`config.mk`:
```
export PLATFORM = sky130hd
export DESIGN_NAME = pipe_stage_buf
export DESIGN_NICKNAME = d
export VERILOG_FILES = /design/src/rtl/pipe_stage_buf_pkg.sv /design/src/rtl/pipe_slot.sv /design/src/rtl/pipe_stage_buf.sv
export SDC_FILE = /design/constraint.sdc
export NUM_CORES = 1
export LEC_CHECK = 0
export BUFFER_PORTS_ARGS = -buffer_cell sky130_fd_sc_hd__buf_2
export CAP_MARGIN = 20
export CELL_PAD_IN_SITES_DETAIL_PLACEMENT = 0
export CELL_PAD_IN_SITES_GLOBAL_PLACEMENT = 1
export CORE_AREA = 2 2 90 92
export DETAILED_ROUTE_END_ITERATION = 10
export DIE_AREA = 0 0 92 94
export PLACE_DENSITY = 0.86
export SYNTH_ARGS = -nofsm -noshare
export SYNTH_HDL_FRONTEND = slang
export SYNTH_SLANG_ARGS = --single-unit
```
`constraint.sdc`:
```
create_clock -name clk -period 3.3 [get_ports clk]
set_clock_uncertainty 0.1 [all_clocks]
set_input_delay 0 -clock clk [delete_from_list [all_inputs] [get_ports clk]]
set_output_delay 0 -clock clk [all_outputs]
set_load 0.02 [all_outputs]
```
`src/rtl/pipe_stage_buf_pkg.sv`:
```
// rtl/pipe_stage_buf_pkg.sv - shared pipeline-register constants and state encoding
package pipe_stage_buf_pkg;

    localparam int PSB_STATE_W = 2;

    // Encoding doubles as the occupancy count driven on occ_o.
    typedef enum logic [PSB_STATE_W-1:0] {
        PSB_EMPTY = 2'd0,
        PSB_ONE   = 2'd1,
        PSB_FULL  = 2'd2
    } psb_state_e;

endpackage

```
`src/rtl/pipe_slot.sv`:
```
// rtl/pipe_slot.sv - WIDTH-bit storage slot with load-enable and synchronous clear
// Ports:
//   clk, rst  - clock (rising edge), asynchronous active-high reset
//   clr_i     - synchronous clear to CLEAR_VAL (wins over load_i)
//   load_i    - load d_i at the next edge
//   d_i       - data in
//   q_o       - registered data out
module pipe_slot #(
    parameter int               WIDTH     = 32,
    parameter logic [WIDTH-1:0] CLEAR_VAL = '0
) (
    input  logic             clk,
    input  logic             rst,
    input  logic             clr_i,
    input  logic             load_i,
    input  logic [WIDTH-1:0] d_i,
    output logic [WIDTH-1:0] q_o
);

    logic [WIDTH-1:0] val_d;
    logic [WIDTH-1:0] val_q;

    always_comb begin
        val_d = val_q;
        if (clr_i) begin
            val_d = CLEAR_VAL;
        end else if (load_i) begin
            val_d = d_i;
        end
    end

    always_ff @(posedge clk or posedge rst) begin
        if (rst) begin
            val_q <= CLEAR_VAL;
        end else begin
            val_q <= val_d;
        end
    end

    assign q_o = val_q;

endmodule

```
`src/rtl/pipe_stage_buf.sv`:
```
// rtl/pipe_stage_buf.sv - inter-stage pipeline register with 2-entry skid storage and flush
// Ports:
//   clk, rst              - clock (rising edge), asynchronous active-high reset
//   flush_i               - synchronous kill of all held entries
//   up_valid_i/up_data_i  - upstream offer
//   up_ready_o            - accept this cycle (registered-state decode only)
//   dn_valid_o/dn_data_o  - downstream offer (main slot)
//   dn_ready_i            - downstream accepts this cycle
//   occ_o                 - entries held (0..2)
module pipe_stage_buf
    import pipe_stage_buf_pkg::*;
#(
    parameter int               WIDTH     = 32,
    parameter logic [WIDTH-1:0] CLEAR_VAL = '0
) (
    input  logic             clk,
    input  logic             rst,
    input  logic             flush_i,
    input  logic             up_valid_i,
    input  logic [WIDTH-1:0] up_data_i,
    output logic             up_ready_o,
    output logic             dn_valid_o,
    output logic [WIDTH-1:0] dn_data_o,
    input  logic             dn_ready_i,
    output logic [1:0]       occ_o
);

    psb_state_e       state_d;
    psb_state_e       state_q;

    logic             main_load;
    logic             main_clr;
    logic [WIDTH-1:0] main_src;
    logic [WIDTH-1:0] main_val;
    logic             skid_load;
    logic             skid_clr;
    logic [WIDTH-1:0] skid_val;

    logic             up_fire;
    logic             dn_fire;

    // Ready comes from state only, so dn_ready_i never reaches up_ready_o.
    assign up_ready_o = (state_q != PSB_FULL);
    assign dn_valid_o = (state_q != PSB_EMPTY);
    assign dn_data_o  = main_val;
    assign occ_o      = state_q;

    assign up_fire = up_valid_i & up_ready_o;
    assign dn_fire = dn_valid_o & dn_ready_i;

    always_comb begin
        state_d   = state_q;
        main_load = 1'b0;
        main_clr  = 1'b0;
        main_src  = up_data_i;
        skid_load = 1'b0;
        skid_clr  = 1'b0;

        if (flush_i) begin
            // Any upstream offer this cycle is dropped; a dn_fire already happened.
            state_d  = PSB_EMPTY;
            main_clr = 1'b1;
            skid_clr = 1'b1;
        end else begin
            case (state_q)
                PSB_ONE: begin
                    if (up_fire && dn_fire) begin
                        main_load = 1'b1;
                    end else if (up_fire) begin
                        skid_load = 1'b1;
                        state_d   = PSB_FULL;
                    end else if (dn_fire) begin
                        // Main keeps its stale value; dn_valid_o masks it.
                        state_d = PSB_EMPTY;
                    end
                end
                PSB_FULL: begin
                    if (dn_fire) begin
                        main_load = 1'b1;
                        main_src  = skid_val;
                        skid_clr  = 1'b1;
                        state_d   = PSB_ONE;
                    end
                end
                default: begin
                    // EMPTY, and the unused code 3 which behaves as EMPTY.
                    if (up_fire) begin
                        main_load = 1'b1;
                        state_d   = PSB_ONE;
                    end else begin
                        state_d = PSB_EMPTY;
                    end
                end
            endcase
        end
    end

    always_ff @(posedge clk or posedge rst) begin
        if (rst) begin
            state_q <= PSB_EMPTY;
        end else begin
            state_q <= state_d;
        end
    end

    pipe_slot #(
        .WIDTH     (WIDTH),
        .CLEAR_VAL (CLEAR_VAL)
    ) u_main (
        .clk    (clk),
        .rst    (rst),
        .clr_i  (main_clr),
        .load_i (main_load),
        .d_i    (main_src),
        .q_o    (main_val)
    );

    pipe_slot #(
        .WIDTH     (WIDTH),
        .CLEAR_VAL (CLEAR_VAL)
    ) u_skid (
        .clk    (clk),
        .rst    (rst),
        .clr_i  (skid_clr),
        .load_i (skid_load),
        .d_i    (up_data_i),
        .q_o    (skid_val)
    );

endmodule
```
After elaboration in Yosys (flattened, before gate mapping). Index checks and enable logic that the tools add are counted.

Equal/unequal tests: 6. Mux-type cells: 25. Bitwise logic cells: 2. Reductions and logical operators: 5.

Operators by type and width (number): 2-to-1 mux 32 bit (7); 2-to-1 mux 1 bit (11); 2-to-1 mux 2 bit (5); inequality test 3 bit (second input constant) (2); nonzero test 2 bit (3); inequality test 4 bit (second input constant) (1); one-hot mux 2 bit (2 select lines) (1); AND reduction 3 bit (1); bitwise AND 1 bit (2); equality test 2 x 1 -> 1 bit (second input constant) (1); equality test 2 bit (second input constant) (1); inequality test 2 bit (second input constant) (1); one-hot mux 1 bit (2 select lines) (1); logical AND 1 bit (1).

Flip-flop bits (word level): 66. Input port bits: 37. Output and inout bits: 36. Word-level logic and storage cells: 41.

Depth between registers and ports, before layout.
Depth in word-level cells: 8. Gate-level depth with buffers: 9. Mapped depth without buffers: 6.

By module. Synthesis repeated with hierarchy kept, for this count alone.

Cell total of the unflattened synthesis: 275. Area, all modules: 3274.4 µm².

Modules (own cells, without submodules): pipe_slot (times used 2, cells an instance 104, area each 1327.5 µm², seq. area each 800.8 µm²); pipe_stage_buf (times used 1, cells an instance 67, area each 619.3 µm², seq. area each 50.0 µm²).

Least setup slack after synthesis. No wires, ideal clock.

Kind: register to register. From: register state_q[0] (netlist: occ_o[0]). To: register u_main.val_q[12] (netlist: u_main.q_o[12]). Library setup time: 0.096 ns. Arrival: 1.857 ns. Required time: 3.104 ns. Setup slack: 1.247 ns. Cell stages (with the launch flop): 8. Buffers on the path: 1. Period minus slack after synthesis: 2.053 ns. Cell sequence: dfrtp_1 > inv_1 > ha_1 > or3b_4 > o21ai_4 > buf_6 > nor2_1 > a311oi_2.

Longest elaborated chain between the ends: 7. Elaborated cells between the ends (all ways): 18. Those cells by class: eq/ne: 3; mux: 10; bitwise: 2; reduce/logical: 3.

RTL lines: from (decl) (RTL line pipe_stage_buf.sv:29) `psb_state_e state_q;`; from (signal assigned) (RTL line pipe_stage_buf.sv:102) `state_q <= state_d;`; inequality test 2 bit or nonzero test 2 bit (tied branches) (RTL line pipe_stage_buf.sv:43, pipe_stage_buf.sv:44); bitwise AND 1 bit, on equally long branches (RTL line pipe_stage_buf.sv:48, pipe_stage_buf.sv:49); logical AND 1 bit or 2-to-1 mux 32 bit (tied branches) (RTL line pipe_stage_buf.sv:67, pipe_stage_buf.sv:78); 2-to-1 mux 1 bit or 2-to-1 mux 32 bit (tied branches) (RTL line pipe_stage_buf.sv:67, pipe_stage_buf.sv:65); one-hot mux 1 bit (2 select lines) or 2-to-1 mux 32 bit (tied branches) (RTL line pipe_stage_buf.sv:65, pipe_stage_buf.sv:59); 2-to-1 mux 1 bit or 2-to-1 mux 32 bit (tied branches) (RTL line pipe_stage_buf.sv:59, pipe_slot.sv:27); nonzero test 2 bit (no source line) or 2-to-1 mux 32 bit (tied branches); to (signal assigned) (RTL line pipe_slot.sv:36) `val_q <= val_d;`; to (decl) (RTL line pipe_slot.sv:21) `logic [WIDTH-1:0] val_q;`.

Parallel ways exist; a longest one is shown, timed or not. The select of a mux whose other input is x is not followed. A chain may end at the register's enable or synchronous reset.

Worst setup path after layout.
From: register state_q[1] (netlist: occ_o[1]). To: register u_main.val_q[17] (netlist: u_main.q_o[17]).

Same word-level chain as after synthesis.

==> run_results.csv <==
group,metric,value,unit
timing,finalHoldViolCount,0,
floorplanning,fp.coreArea,7610,µm²
logic_synthesis,ys_types,23,
logic_synthesis,avgSynthCellArea,9.38,µm²
timing,rsz0062_at_grt,"false",
clock_network,cts_htree_levels,3,
min_path,holdPathStages,4,
floorplanning,rows,32,
critical_path,required,3440,ps
timing,finalMaxSlewViolations,0,
routing,drt_iter0_drc,213,
critical_path,r2r_cells,7,
routing,ant_nets,0,
timing,fin_crit,2440,ps
critical_path,crit_fanout,40,
floorplanning,dieArea,8650,µm²
outcome,status,"complete, no violations",
critical_path,max_stage_delay,630,ps
critical_path,critPathSlowestCell,"o21ai_4",
floorplanning,fp.dieH,94,µm
place,dpl.hpwl,4950,µm
final_layout,antenna_cells,0,
final_layout,nets,482,
pwr,total_power,1890,µW
timing,fin_crit_sh,0.738,
routing,wl_per_cell,14.5,µm
critical_path,critPathLaunchType,"flop",
place,place.gp.congestion,0.776,
floorplanning,io_pins,73,
routing,vias_per_cell,5.16,
timing,max_slew.worst_pin.slew,829,ps
clock_network,cts.clk_slew.worst_paths,70,ps
clock_network,post_cts_buffers,0,
flow_run,max_cap_violations,0,
routing,drt-pass1-iter-count,4,
critical_path,reg2reg_slack,860,ps
clock_network,root_buffer,"clkbuf_8",
routing,drt-total-wl,7940,µm
routing,drc,0,
final_layout,drive_above_1_share,0.289,
clock_network,cts.sinks,66,
logic_synthesis,ys_seq_area_frac,0.505,
clock_network,clkLatencyLatePin,340,ps
pwr,p_leak,0.00189,µW
floorplanning,start_util,0.430,
global_routing,grt_pass1_vias,2719,
pwr,power.density,452,nW/µm²
global_routing,antenna_found_initial,0,
critical_path,crit_type,"flop to flop",
final_layout,syn2layout_area_growth,27.6,%
clock_network,clk_path_buf_depth,2,
critical_path,crit_arrival,2580,ps
timing,setup_viol,0,
final_layout,fillers,709,
critical_path,path_cells,"inv_1 -> ha_1 -> nand3b_1 -> o21ai_4 -> buf_12 -> nor2_1 -> a311oi_2",
clock_network,numCtsBuffers,9,
timing,maxSlewHeadroom,0.447,
logic_synthesis,syn_nets,389,
global_routing,grt.overflow.total,0,
logic_synthesis,yosys_register_bits,66,
timing,tns,0,ps
place,portBuffers,72,
critical_path,crit_path_end_kind,"flop",
global_routing,grt_pass1_wl,13300,µm
logic_synthesis,yosys_warnings,0,
global_routing,grtUsageTotal,0.195,
logic_synthesis,syn_area,3270,µm²
logic_synthesis,synthCells,349,
routing,vias,2828,
min_path,hold_class,"input pin to flop",
clock_network,cts_tree,"done",
timing,max_freq,0.410,GHz
floorplanning,die_x,92,µm
global_routing,grt_max_degree,41,
pwr,ir_worst_vdd,0.220,mV
-- metal layers --
metal / part of all wire / routed length [µm] / GRT usage / vias to the layer above
met3: 0.046 / 362 / 0.0474 / 10
met2: 0.48 / 3830 / 0.306 / 60
met5: 0 / 0 / 0 / -
met4: 0.011 / 89 / 0.0709 / 0
met1: 0.46 / 3660 / 0.263 / 1375
li1: - / - / - / 1383
-- layout by cell type, fill, tap and decap left out, drive strengths merged, types with 3 or more instances in the layout --
master | synthesis | routed
a21oi | 35 | 35
clkbuf | 20 | 12
nand2 | 98 | 98
inv | 5 | 5
a311oi | 33 | 33
dfrtp | 66 | 66
ha | 3 | 3
dlygate4sd3 | 0 | 33
nor2 | 34 | 34
clkinv | 0 | 3
buf | 11 | 80
nand3 | 32 | 32
-- worst paths after layout --
kind,start,end
max,occ_o[1],u_main.q_o[17]
min,up_valid_i,occ_o[1]
max reg2reg,occ_o[1],u_main.q_o[17]
min reg2reg,u_skid.q_o[2],u_skid.q_o[2]
max in group asynchronous,rst,u_main.q_o[2]
min in group asynchronous,rst,u_main.q_o[29]
-- cell usage after synthesis --
cell type,count,area (µm²)
a311oi_2,28,420
or4b_1,1,10.0
nand2b_1,2,12.5
or2_2,1,6.26
inv_1,5,18.8
o21a_1,1,7.51
buf_4,3,22.5
o21ai_4,1,16.3
clkbuf_1,20,75.1
nand2_1,98,368
nand3_1,32,160
o21ai_0,1,5.00
a311oi_1,5,43.8
or3b_4,1,11.3
nor2b_1,1,6.26
dfrtp_1,66,1650
ha_1,3,37.5
and4_4,1,11.3
buf_6,5,56.3
nand3b_1,2,15.0
nor2_1,34,128
a21oi_1,35,175
buf_2,3,15.0
-- kinds of logic (layout without fill, tap and decap cells) --
| kind of cell | Yosys count | in the layout | synth area share |
|---|---|---|---|
| AND/OR/NAND/NOR | 173 | 173 | 0.222 |
| AO/OA/AOI/OAI | 71 | 71 | 0.204 |
| buffers and inverters | 36 | 133 | 0.0573 |
| flip-flops | 66 | 66 | 0.505 |
| adder cells (fa/ha/maj) | 3 | 3 | 0.0115 |
-- state kept, by name, indices dropped and copies added, names as in the netlist --
register / count
u_main.q_o: 32
occ_o: 2
u_skid.q_o: 32
-- worst max-delay path, delay by kind of cell, from the launching register on --
| kind | cells | cell delay [ps] |
|---|---|---|
| compound gates | 2 | 880 |
| buf+inv | 2 | 380 |
| simple gates | 2 | 220 |
| flops | 1 | 380 |
| fa+ha+maj | 1 | 340 |
-- report_power, final --
group / internal (µW) / switching (µW) / leakage [µW]
clock network: 306 / 296 / 0.0000920
registers: 865 / 29.5 / 0.000888
logic: 152 / 241 / 0.000912
-- through the flow --
| step | setup WS (ps) | std cells | util | hold slack, ps | area (µm²) |
|---|---|---|---|---|---|
| floorplan | 1250 | 349 | - | 30.7 | 3270 |
| global placement | 938 | 500 | 0.483 | 102 | 3670 |
| detailed placement | 866 | 500 | 0.483 | 118 | 3670 |
| CTS | 840 | 548 | 0.549 | 44.6 | 4180 |
| global route | 659 | 548 | 0.549 | 60.7 | 4180 |
| finish | 864 | 548 | 0.549 | 54.0 | 4180 |
-- final cells by class --
cell class              instances  area, µm²  area share
repair buffers                113        763       0.183
well taps                     102        128      0.0306
clock buffers                  12        155      0.0372
multi-input cells             247       1440       0.346
flip-flops and latches         66       1650       0.396
inverters                       5       18.8     0.00450
clock inverters                 3       15.0     0.00360
-- what timing repair did --
action                                  CTS  global route
endpoints found under the setup margin    0             0
hold endpoints to repair                102             0
resized for setup                         0             0
hold buffers                             33             0
Power figures use the tool's default switching activity.
